`src/rtl/led_string_rx.sv`:
```
// Single-wire LED string receiver: decodes the pulse-width NRZ stream on sdi
// into 24-bit pixel words, with per-frame pixel counts and timing errors.
module led_string_rx #(
  parameter int HIGH_THRESH    = 12,
  parameter int MIN_HIGH       = 4,
  parameter int MAX_HIGH       = 24,
  parameter int LATCH_LOW      = 1000,
  parameter int BITS_PER_PIXEL = 24,
  parameter int COUNT_WIDTH    = 9
) (
  input  logic                      clk,
  input  logic                      reset,
  input  logic                      sdi,
  output logic [BITS_PER_PIXEL-1:0] pixel_data,
  output logic                      pixel_valid,
  output logic [COUNT_WIDTH-1:0]    pixel_count,
  output logic                      frame_done,
  output logic [COUNT_WIDTH-1:0]    frame_pixels,
  output logic                      bit_err
);

  localparam int HW = $clog2(MAX_HIGH + 2);
  localparam int LW = $clog2(LATCH_LOW + 1);
  localparam int IW = $clog2(BITS_PER_PIXEL + 1);

  localparam logic [HW-1:0] H_MIN = HW'(MIN_HIGH);
  localparam logic [HW-1:0] H_MAX = HW'(MAX_HIGH);
  localparam logic [HW-1:0] H_SAT = HW'(MAX_HIGH + 1);
  localparam logic [HW-1:0] H_THR = HW'(HIGH_THRESH);
  localparam logic [LW-1:0] L_END = LW'(LATCH_LOW - 1);
  localparam logic [LW-1:0] L_MAX = LW'(LATCH_LOW);
  localparam logic [IW-1:0] I_LAST = IW'(BITS_PER_PIXEL - 1);

  typedef enum logic [1:0] {
    IDLE,
    HIGH,
    LOW
  } state_t;

  state_t state, state_nxt;

  logic                      s1, sdi_s, sdi_q;
  logic                      rise, fall;
  logic [HW-1:0]             hcnt;
  logic [LW-1:0]             lcnt;
  logic [IW-1:0]             bidx;
  logic [BITS_PER_PIXEL-1:0] shreg;
  logic                      bit_end, bad, good, bitv;
  logic                      word_done, latch;

  // Sync flops reset high so a line already high at release is no edge
  always_ff @(posedge clk) begin
    if (reset) begin
      s1    <= 1'b1;
      sdi_s <= 1'b1;
      sdi_q <= 1'b1;
    end else begin
      s1    <= sdi;
      sdi_s <= s1;
      sdi_q <= sdi_s;
    end
  end

  assign rise = sdi_s & ~sdi_q;
  assign fall = ~sdi_s & sdi_q;

  always_ff @(posedge clk) begin
    if (reset) state <= IDLE;
    else       state <= state_nxt;
  end

  always_comb begin
    state_nxt = state;
    unique case (state)
      IDLE: if (rise) state_nxt = HIGH;
      HIGH: if (fall) state_nxt = LOW;
      LOW: begin
        if (rise)       state_nxt = HIGH;
        else if (latch) state_nxt = IDLE;
      end
      default: state_nxt = IDLE;
    endcase
  end

  always_comb begin
    bit_end   = (state == HIGH) && fall;
    bad       = bit_end && ((hcnt < H_MIN) || (hcnt > H_MAX));
    good      = bit_end && !bad;
    bitv      = (hcnt >= H_THR);
    word_done = good && (bidx == I_LAST);
    latch     = (state == LOW) && !sdi_s && (lcnt == L_END);
  end

  always_ff @(posedge clk) begin
    if (reset) begin
      hcnt         <= '0;
      lcnt         <= '0;
      bidx         <= '0;
      shreg        <= '0;
      pixel_data   <= '0;
      pixel_valid  <= 1'b0;
      pixel_count  <= '0;
      frame_done   <= 1'b0;
      frame_pixels <= '0;
      bit_err      <= 1'b0;
    end else begin
      pixel_valid <= 1'b0;
      frame_done  <= 1'b0;
      bit_err     <= 1'b0;

      if (rise)
        hcnt <= HW'(1);
      else if (state == HIGH && sdi_s && hcnt != H_SAT)
        hcnt <= hcnt + 1'b1;

      if (fall)
        lcnt <= LW'(1);
      else if (state == LOW && !sdi_s && lcnt != L_MAX)
        lcnt <= lcnt + 1'b1;

      if (frame_done) pixel_count <= '0;

      if (bad) begin
        bit_err <= 1'b1;
        shreg   <= '0;
        bidx    <= '0;
      end else if (good) begin
        shreg <= {shreg[BITS_PER_PIXEL-2:0], bitv};
        if (word_done) begin
          pixel_data  <= {shreg[BITS_PER_PIXEL-2:0], bitv};
          pixel_valid <= 1'b1;
          bidx        <= '0;
          if (pixel_count != '1) pixel_count <= pixel_count + 1'b1;
        end else begin
          bidx <= bidx + 1'b1;
        end
      end

      // Latch gap: drop any partial pixel, report a non-empty frame
      if (latch) begin
        if (bidx != '0) begin
          bit_err <= 1'b1;
          bidx    <= '0;
          shreg   <= '0;
        end
        if (pixel_count != '0) begin
          frame_done   <= 1'b1;
          frame_pixels <= pixel_count;
        end
      end
    end
  end

endmodule

```
`config.mk`:
```
export PLATFORM = sky130hd
export DESIGN_NAME = led_string_rx
export DESIGN_NICKNAME = d
export VERILOG_FILES = /design/src/rtl/led_string_rx.sv
export SDC_FILE = /design/constraint.sdc
export NUM_CORES = 1
export LEC_CHECK = 0
export BUFFER_PORTS_ARGS = -buffer_cell sky130_fd_sc_hd__buf_2
export CAP_MARGIN = 40
export CORE_MARGIN = 2
export CORE_UTILIZATION = 32
export DETAILED_ROUTE_END_ITERATION = 8
export GPL_TIMING_DRIVEN = 0
export HOLD_SLACK_MARGIN = 0.15
export PLACE_DENSITY = 0.51
export SKIP_LAST_GASP = 1
export SLEW_MARGIN = 10
export SYNTH_ARGS = -nofsm -noshare
export SYNTH_HDL_FRONTEND = slang
export SYNTH_SLANG_ARGS = --single-unit
```
`constraint.sdc`:
```
create_clock -name clk -period 2.55 [get_ports clk]
set_input_delay 0.1275 -clock clk [delete_from_list [all_inputs] [get_ports clk]]
set_output_delay 0.1275 -clock clk [all_outputs]
set_load 0.05 [all_outputs]
```
==> impl_metrics.ini, run 1 <==
[yosys]
synth-compound-area-share_pct = 13.9
ys_async_sr_fraction_pct = 0
yosysMostFrequentCell = dfxtp_1
synth_top_family_by_area = simple AND/OR/NAND/NOR gates
yosys_warnings = 0
yosys_register_bits = 93
netlist.area_leader.share_pct = 46.9
ys_top_cells_by_count = dfxtp_1 (93), nand2_1 (80), a21oi_1 (63)
yosys_most_used_dff = dfxtp_1
synth.net_count = 480
avgSynthCellArea_um2 = 8.49
seq_area_frac_synth_pct = 46.9
synthAdderAreaFrac_pct = 2.83
netlist_area_um2 = 3970
synthXorXnorAreaFrac_pct = 2.64
synth_top_cells_by_area = dfxtp_1 (47%), a21oi_1 (7.9%), nand2_1 (7.6%)
synthSimpleGateAreaFrac_pct = 27.8
ys_types = 48
yosys.area.top_type = dfxtp_1
postSynthCellCount = 468
synth-edff-count = 0
synthMuxAreaShare_pct = 1.51

[floorplan]
core_um2 = 12100
pin_count = 48
initial_core_util_pct = 32.9
rows = 40
die-height_um = 115
fp.dieArea_um2 = 13300
fp.dieW_um = 115

[clock_tree]
root_buffer = clkbuf_16
cts_buffers = 9
cts_setup_buffers = 0
htreeDepth = 3
cts_num_sinks = 93
cts_tree = yes
cts_max_path_buffers = 2
cts.clk_slew.worst_paths_ns = 0.07
clock_latency_ns = 0.34

[timing]
worst_pin_slew_ns = 0.850
setup_viol = 0
report.final.slew_viol_count = 0
fin_crit_ns = 2.30
fmax_mhz = 435
hold_viol = 0
slew_headroom_pct = 43.2
rsz0062_at_grt = no
fin_crit_sh_pct = 90.2
setup_tns_ns = 0
finalWorstSetupSlack_ns = 0.251
worst_clock_skew_ns = 0.00864

[routing]
drt_wl_total_mm = 9.16
routedWlPerCell_um = 13.1
ant_nets = 0
vias = 3389
drc = 0
drt_iter0_markers = 152
avgViaCountPerCell = 4.85
firstDrtPassIters = 4

[hold_path]
hold_class = reg2reg

[placed_design]
gp_congestion = 0.809
port_buffers = 46
dp_slack_ns = 0.124
dp_cells = 682
dpl.hpwl_mm = 6.57

[power]
intPower_mw = 2.25
ir_drop_mv = 0.271
p_clk_share_pct = 47.4
swShare_pct = 22.2
leakagePower_nw = 1.75
switching_power_uw = 642
power_density_nw_per_um2 = 612
sequentialPowerShare_pct = 50.5
p_comb_share_pct = 2.1

[layout]
fin_cells = 699
nNetsFinal = 538
utilization_pct = 39.2
layout-drive-gt1-share_pct = 16.0
n_antenna_cell = 0
synthToLayoutAreaGrowth_pct = 19.1

[global_route]
grt_max_degree = 18
grt_pass1_wl_mm = 15.4
overflow = 0
grt_util_all_layers_pct = 14.5
grt_pass1_vias = 3193
antenna_found_initial = 0

[status]
status = finished clean

[critical_path]
worst-path-max-fanout = 10
crit_path_end_kind = flop
path_class = reg2reg
worstPathArrival_ns = 2.56
reg2reg_slack_ns = 0.25
crit_path_start_kind = flop
cp.required_ns = 2.81

[job]
max-cap-violations = 0
layer usage:
| layer | share of wire, % | routed length [µm] | track usage [%] |
|---|---|---|---|
| met5 | 0 | 0 | 0 |
| met4 | 1.4 | 127 | 5.78 |
| met3 | 2.9 | 266 | 3.14 |
| met2 | 46 | 4250 | 23.0 |
| met1 | 49 | 4510 | 19.2 |
sequential cells by signal, indices dropped and copies added (netlist names), 2 cells and up:
| signal | flops |
|---|---|
| state | 2 |
| pixel_data | 24 |
| pixel_count | 9 |
| hcnt | 5 |
| lcnt | 10 |
| shreg | 23 |
| bidx | 5 |
| frame_pixels | 9 |
path summary, 6_finish.rpt:
check | startpoint | to | depth (start not counted)
worst max register to register | pixel_count[0] | pixel_count[8] | 9
worst max-delay path | pixel_count[0] | pixel_count[8] | 9
worst min-delay path | s1 | sdi_s | 1
worst min register to register | s1 | sdi_s | 1
stage by stage:
stage          cell area [µm²]  power, mW  hold WS [ns]
2_1_floorplan             3970       1.54         0.231
4_1_cts                   4730       2.94         0.412
6_report                  4730       2.90         0.410
3_3_place_gp              4410       1.55         0.315
5_1_grt                   4730       3.00         0.417
3_5_place_dp              4410       1.56         0.322
timing repair:
item,4_1_cts,5_1_grt
resized for setup,0,2
hold buffers,1,0
hold endpoints to repair,1,0
setup endpoints to repair,0,9
cell families after synthesis:
| logic type | count (synthesis) |
|---|---|
| compound gates | 94 |
| flops | 93 |
| simple gates | 216 |
| buf+inv | 38 |
| xor+xnor | 12 |
| fa+ha+maj | 9 |
| mux | 6 |
critical path: stages, from the launching register on:
cell	delay, ns
dfxtp_1	0.38
ha_1	0.25
and3_1	0.22
and3_1	0.22
and3_1	0.19
ha_1	0.23
nor2_1	0.20
clkbuf_2	0.28
nand3_1	0.10
a21oi_1	0.16
cell type report:
type	instances	area [µm²]
clock buffers	9	225
clock inverters	7	81.3
inverters	10	37.5
repair buffers	47	240
fillers	1247	7330
multi-input cells	337	1940
well taps	168	210
flip-flops and latches	93	1860
plain buffers	28	140
power groups by stage:
stage                     clock [mW]  sequential (mW)  combinational (mW)
after floorplan                    0             1.49              0.0415
after global placement             0             1.49              0.0592
after detailed placement           0             1.50              0.0603
after CTS                       1.42             1.46              0.0617
after global routing            1.47             1.46              0.0675
final                           1.37             1.46              0.0605
placed cells by master (no fill, tap or decap), drive strengths merged, types with 2 or more instances in the layout:
cell	synthesis	layout
or2	3	3
nand2b	16	16
nor3	8	8
nor4	7	7
nand3	37	37
a31oi	3	3
a21oi	63	63
o21ai	9	9
nor2b	2	2
nor2	27	27
inv	10	14
nand2	80	80
mux2i	6	6
nand4	7	7
and2	2	2
nand4bb	3	3
o31ai	5	5
or4	2	2
nand4b	4	4
o211ai	6	6
xnor2	6	6
dfxtp	93	93
xor2	6	6
clkbuf	18	27
nor3b	7	7
ha	9	9
clkinv	0	2
buf	10	56
and3	4	4
nand3b	2	2
No activity file was read; power rests on OpenSTA's default activity.
==> run 2, diff against run 1 <==
Settings changed: CORE_MARGIN 2 to not set, PLACE_DENSITY 0.51 to 0.45, SLEW_MARGIN 10 to not set.
==> run 2 against run 1 <==
Effect of this change:
- clock-buffer cell count rose by 2
- non-clock buffer count did not move
- clock skew rose by 0.0010 ns
- sequential share of layout area rose by 0.31 points
- critical path depth did not move
==> impl_metrics.ini, run 2 (same netlist as run 1, synthesis figures left out) <==
[status]
status = finished clean

[hold_path]
hold_class = in2reg
worstHoldStart = reset

[clock_tree]
cts_max_path_buffers = 2
cts_buffers = 9
cts.clk_slew.worst_paths_ns = 0.06
cts_num_sinks = 93
root_buffer = clkbuf_16
htreeDepth = 3
cts_tree = yes
clock_latency_ns = 0.35

[layout]
ff_latch_area_um2 = 1860
synthToLayoutAreaGrowth_pct = 18.1
final_common_cell = dfxtp_1
layout-drive-gt1-share_pct = 15.6
final_cell_mix = dfxtp_1 (93), nand2_1 (80), a21oi_1 (63), buf_2 (51), nand3_1 (37)
n_antenna_cell = 0
regMostFlops = pixel_data
nNetsFinal = 538
fill_cells = 1274
top_regs = pixel_data x24, shreg x23, lcnt x10
multi_input_area_um2 = 1940
utilization_pct = 38.9
largest_reg_flops = 24

[global_route]
grt_pass1_wl_mm = 16.0
grt_util_all_layers_pct = 16.0
grt_max_degree = 16
overflow = 0
grt_pass1_vias = 3139
antenna_found_initial = 0

[timing]
slew_headroom_pct = 45.5
fin_crit_ns = 2.39
whs_ns = 0.410
fmax_mhz = 419
setup_tns_ns = 0
hold_viol = 0
rsz0062_at_grt = no
fin_crit_sh_pct = 93.6
setup_viol = 0
report.final.slew_viol_count = 0
worst_clock_skew_ns = 0.00967
worst_pin_slew_ns = 0.811

[power]
finalPower_mw = 2.77
power_density_nw_per_um2 = 590
ir_drop_mv = 0.249
leakagePower_nw = 1.73

[critical_path]
startpoint = pixel_count[0]
crit_path_end_kind = flop
worstPathArrival_ns = 2.65
worst-path-max-fanout = 10
cp.required_ns = 2.82
reg2reg_slack_ns = 0.16
rr_startpoint = pixel_count[0]
path_class = reg2reg
crit_path_start_kind = flop

[routing]
firstDrtPassIters = 5
drt_iter0_markers = 107
avgViaCountPerCell = 4.82
routedWlPerCell_um = 13.6
drt_wl_total_mm = 9.51
ant_nets = 0
vias = 3366
drc = 0

[floorplan]
die-height_um = 113
initial_core_util_pct = 32.9
pin_count = 48
rows = 40
fp.dieArea_um2 = 12900
core_um2 = 12100
fp.dieW_um = 113

[placed_design]
dpl.hpwl_mm = 6.66
gp_congestion = 0.784
port_buffers = 46

[job]
max-cap-violations = 0
-- run 2: changes by cell type in the layout (fill, tap and decap cells not counted) --
cell,delta
clkinv_4,+1
bufinv_16,-1
clkbuf_1,+2
inv_8,-1
clkinv_2,+1
inv_6,-2
-- run 2: area by class of cell --
class                           instances  area share [%]
Timing Repair Buffer                   47            5.12
Clock inverter                          5           0.773
Clock buffer                           11            4.96
Tap cell                              168            4.48
Buffer                                 28            2.99
Inverter                               10           0.800
Sequential cell                        93            39.7
Multi-Input combinational cell        337            41.2
-- run 2: layer usage --
layer	share of wire (%)	global-route usage [%]	vias up
met5	0	0	-
met4	2.1	7.89	0
met3	2.4	3.08	12
met2	44	24.3	43
met1	52	21.7	1561
li1	-	-	1750
-- run 2: path summary, 6_finish.rpt --
path,end,cells after the start
hold / removal,pixel_count[5],3
setup reg to reg,pixel_count[1],9
hold reg to reg,sdi_s,1
setup / recovery,pixel_count[1],9
-- run 2: power breakdown --
part           internal [mW]  switching [mW]
clock network          0.665           0.581
logic                 0.0192          0.0414
registers               1.46         0.00518
total                   2.14           0.627
-- run 2: metrics by stage --
stage | std cells | worst slack (ns) | cell area (µm²)
after floorplan | 468 | 0.220 | 3970
after global placement | 682 | 0.0903 | 4410
after detailed placement | 682 | 0.0905 | 4410
after CTS | 699 | 0.0474 | 4690
after global routing | 699 | 0.0460 | 4690
final | 699 | 0.163 | 4690
-- run 2: worst max-delay path, cell delays in order (launching register included) --
cell and delay, ns:
dfxtp_1 0.39, ha_1 0.26, and3_1 0.22, and3_1 0.22, and3_1 0.20, ha_1 0.23
nor2_1 0.23, clkbuf_2 0.29, nand3_1 0.10, a21oi_1 0.17
-- run 2: timing repair --
item / 4_1_cts / 5_1_grt
gates resized for setup: 0 / 2
hold buffers: 1 / 0
endpoints found under the hold margin: 1 / 0
buffers inserted: 0 / 0
endpoints found under the setup margin: 0 / 9
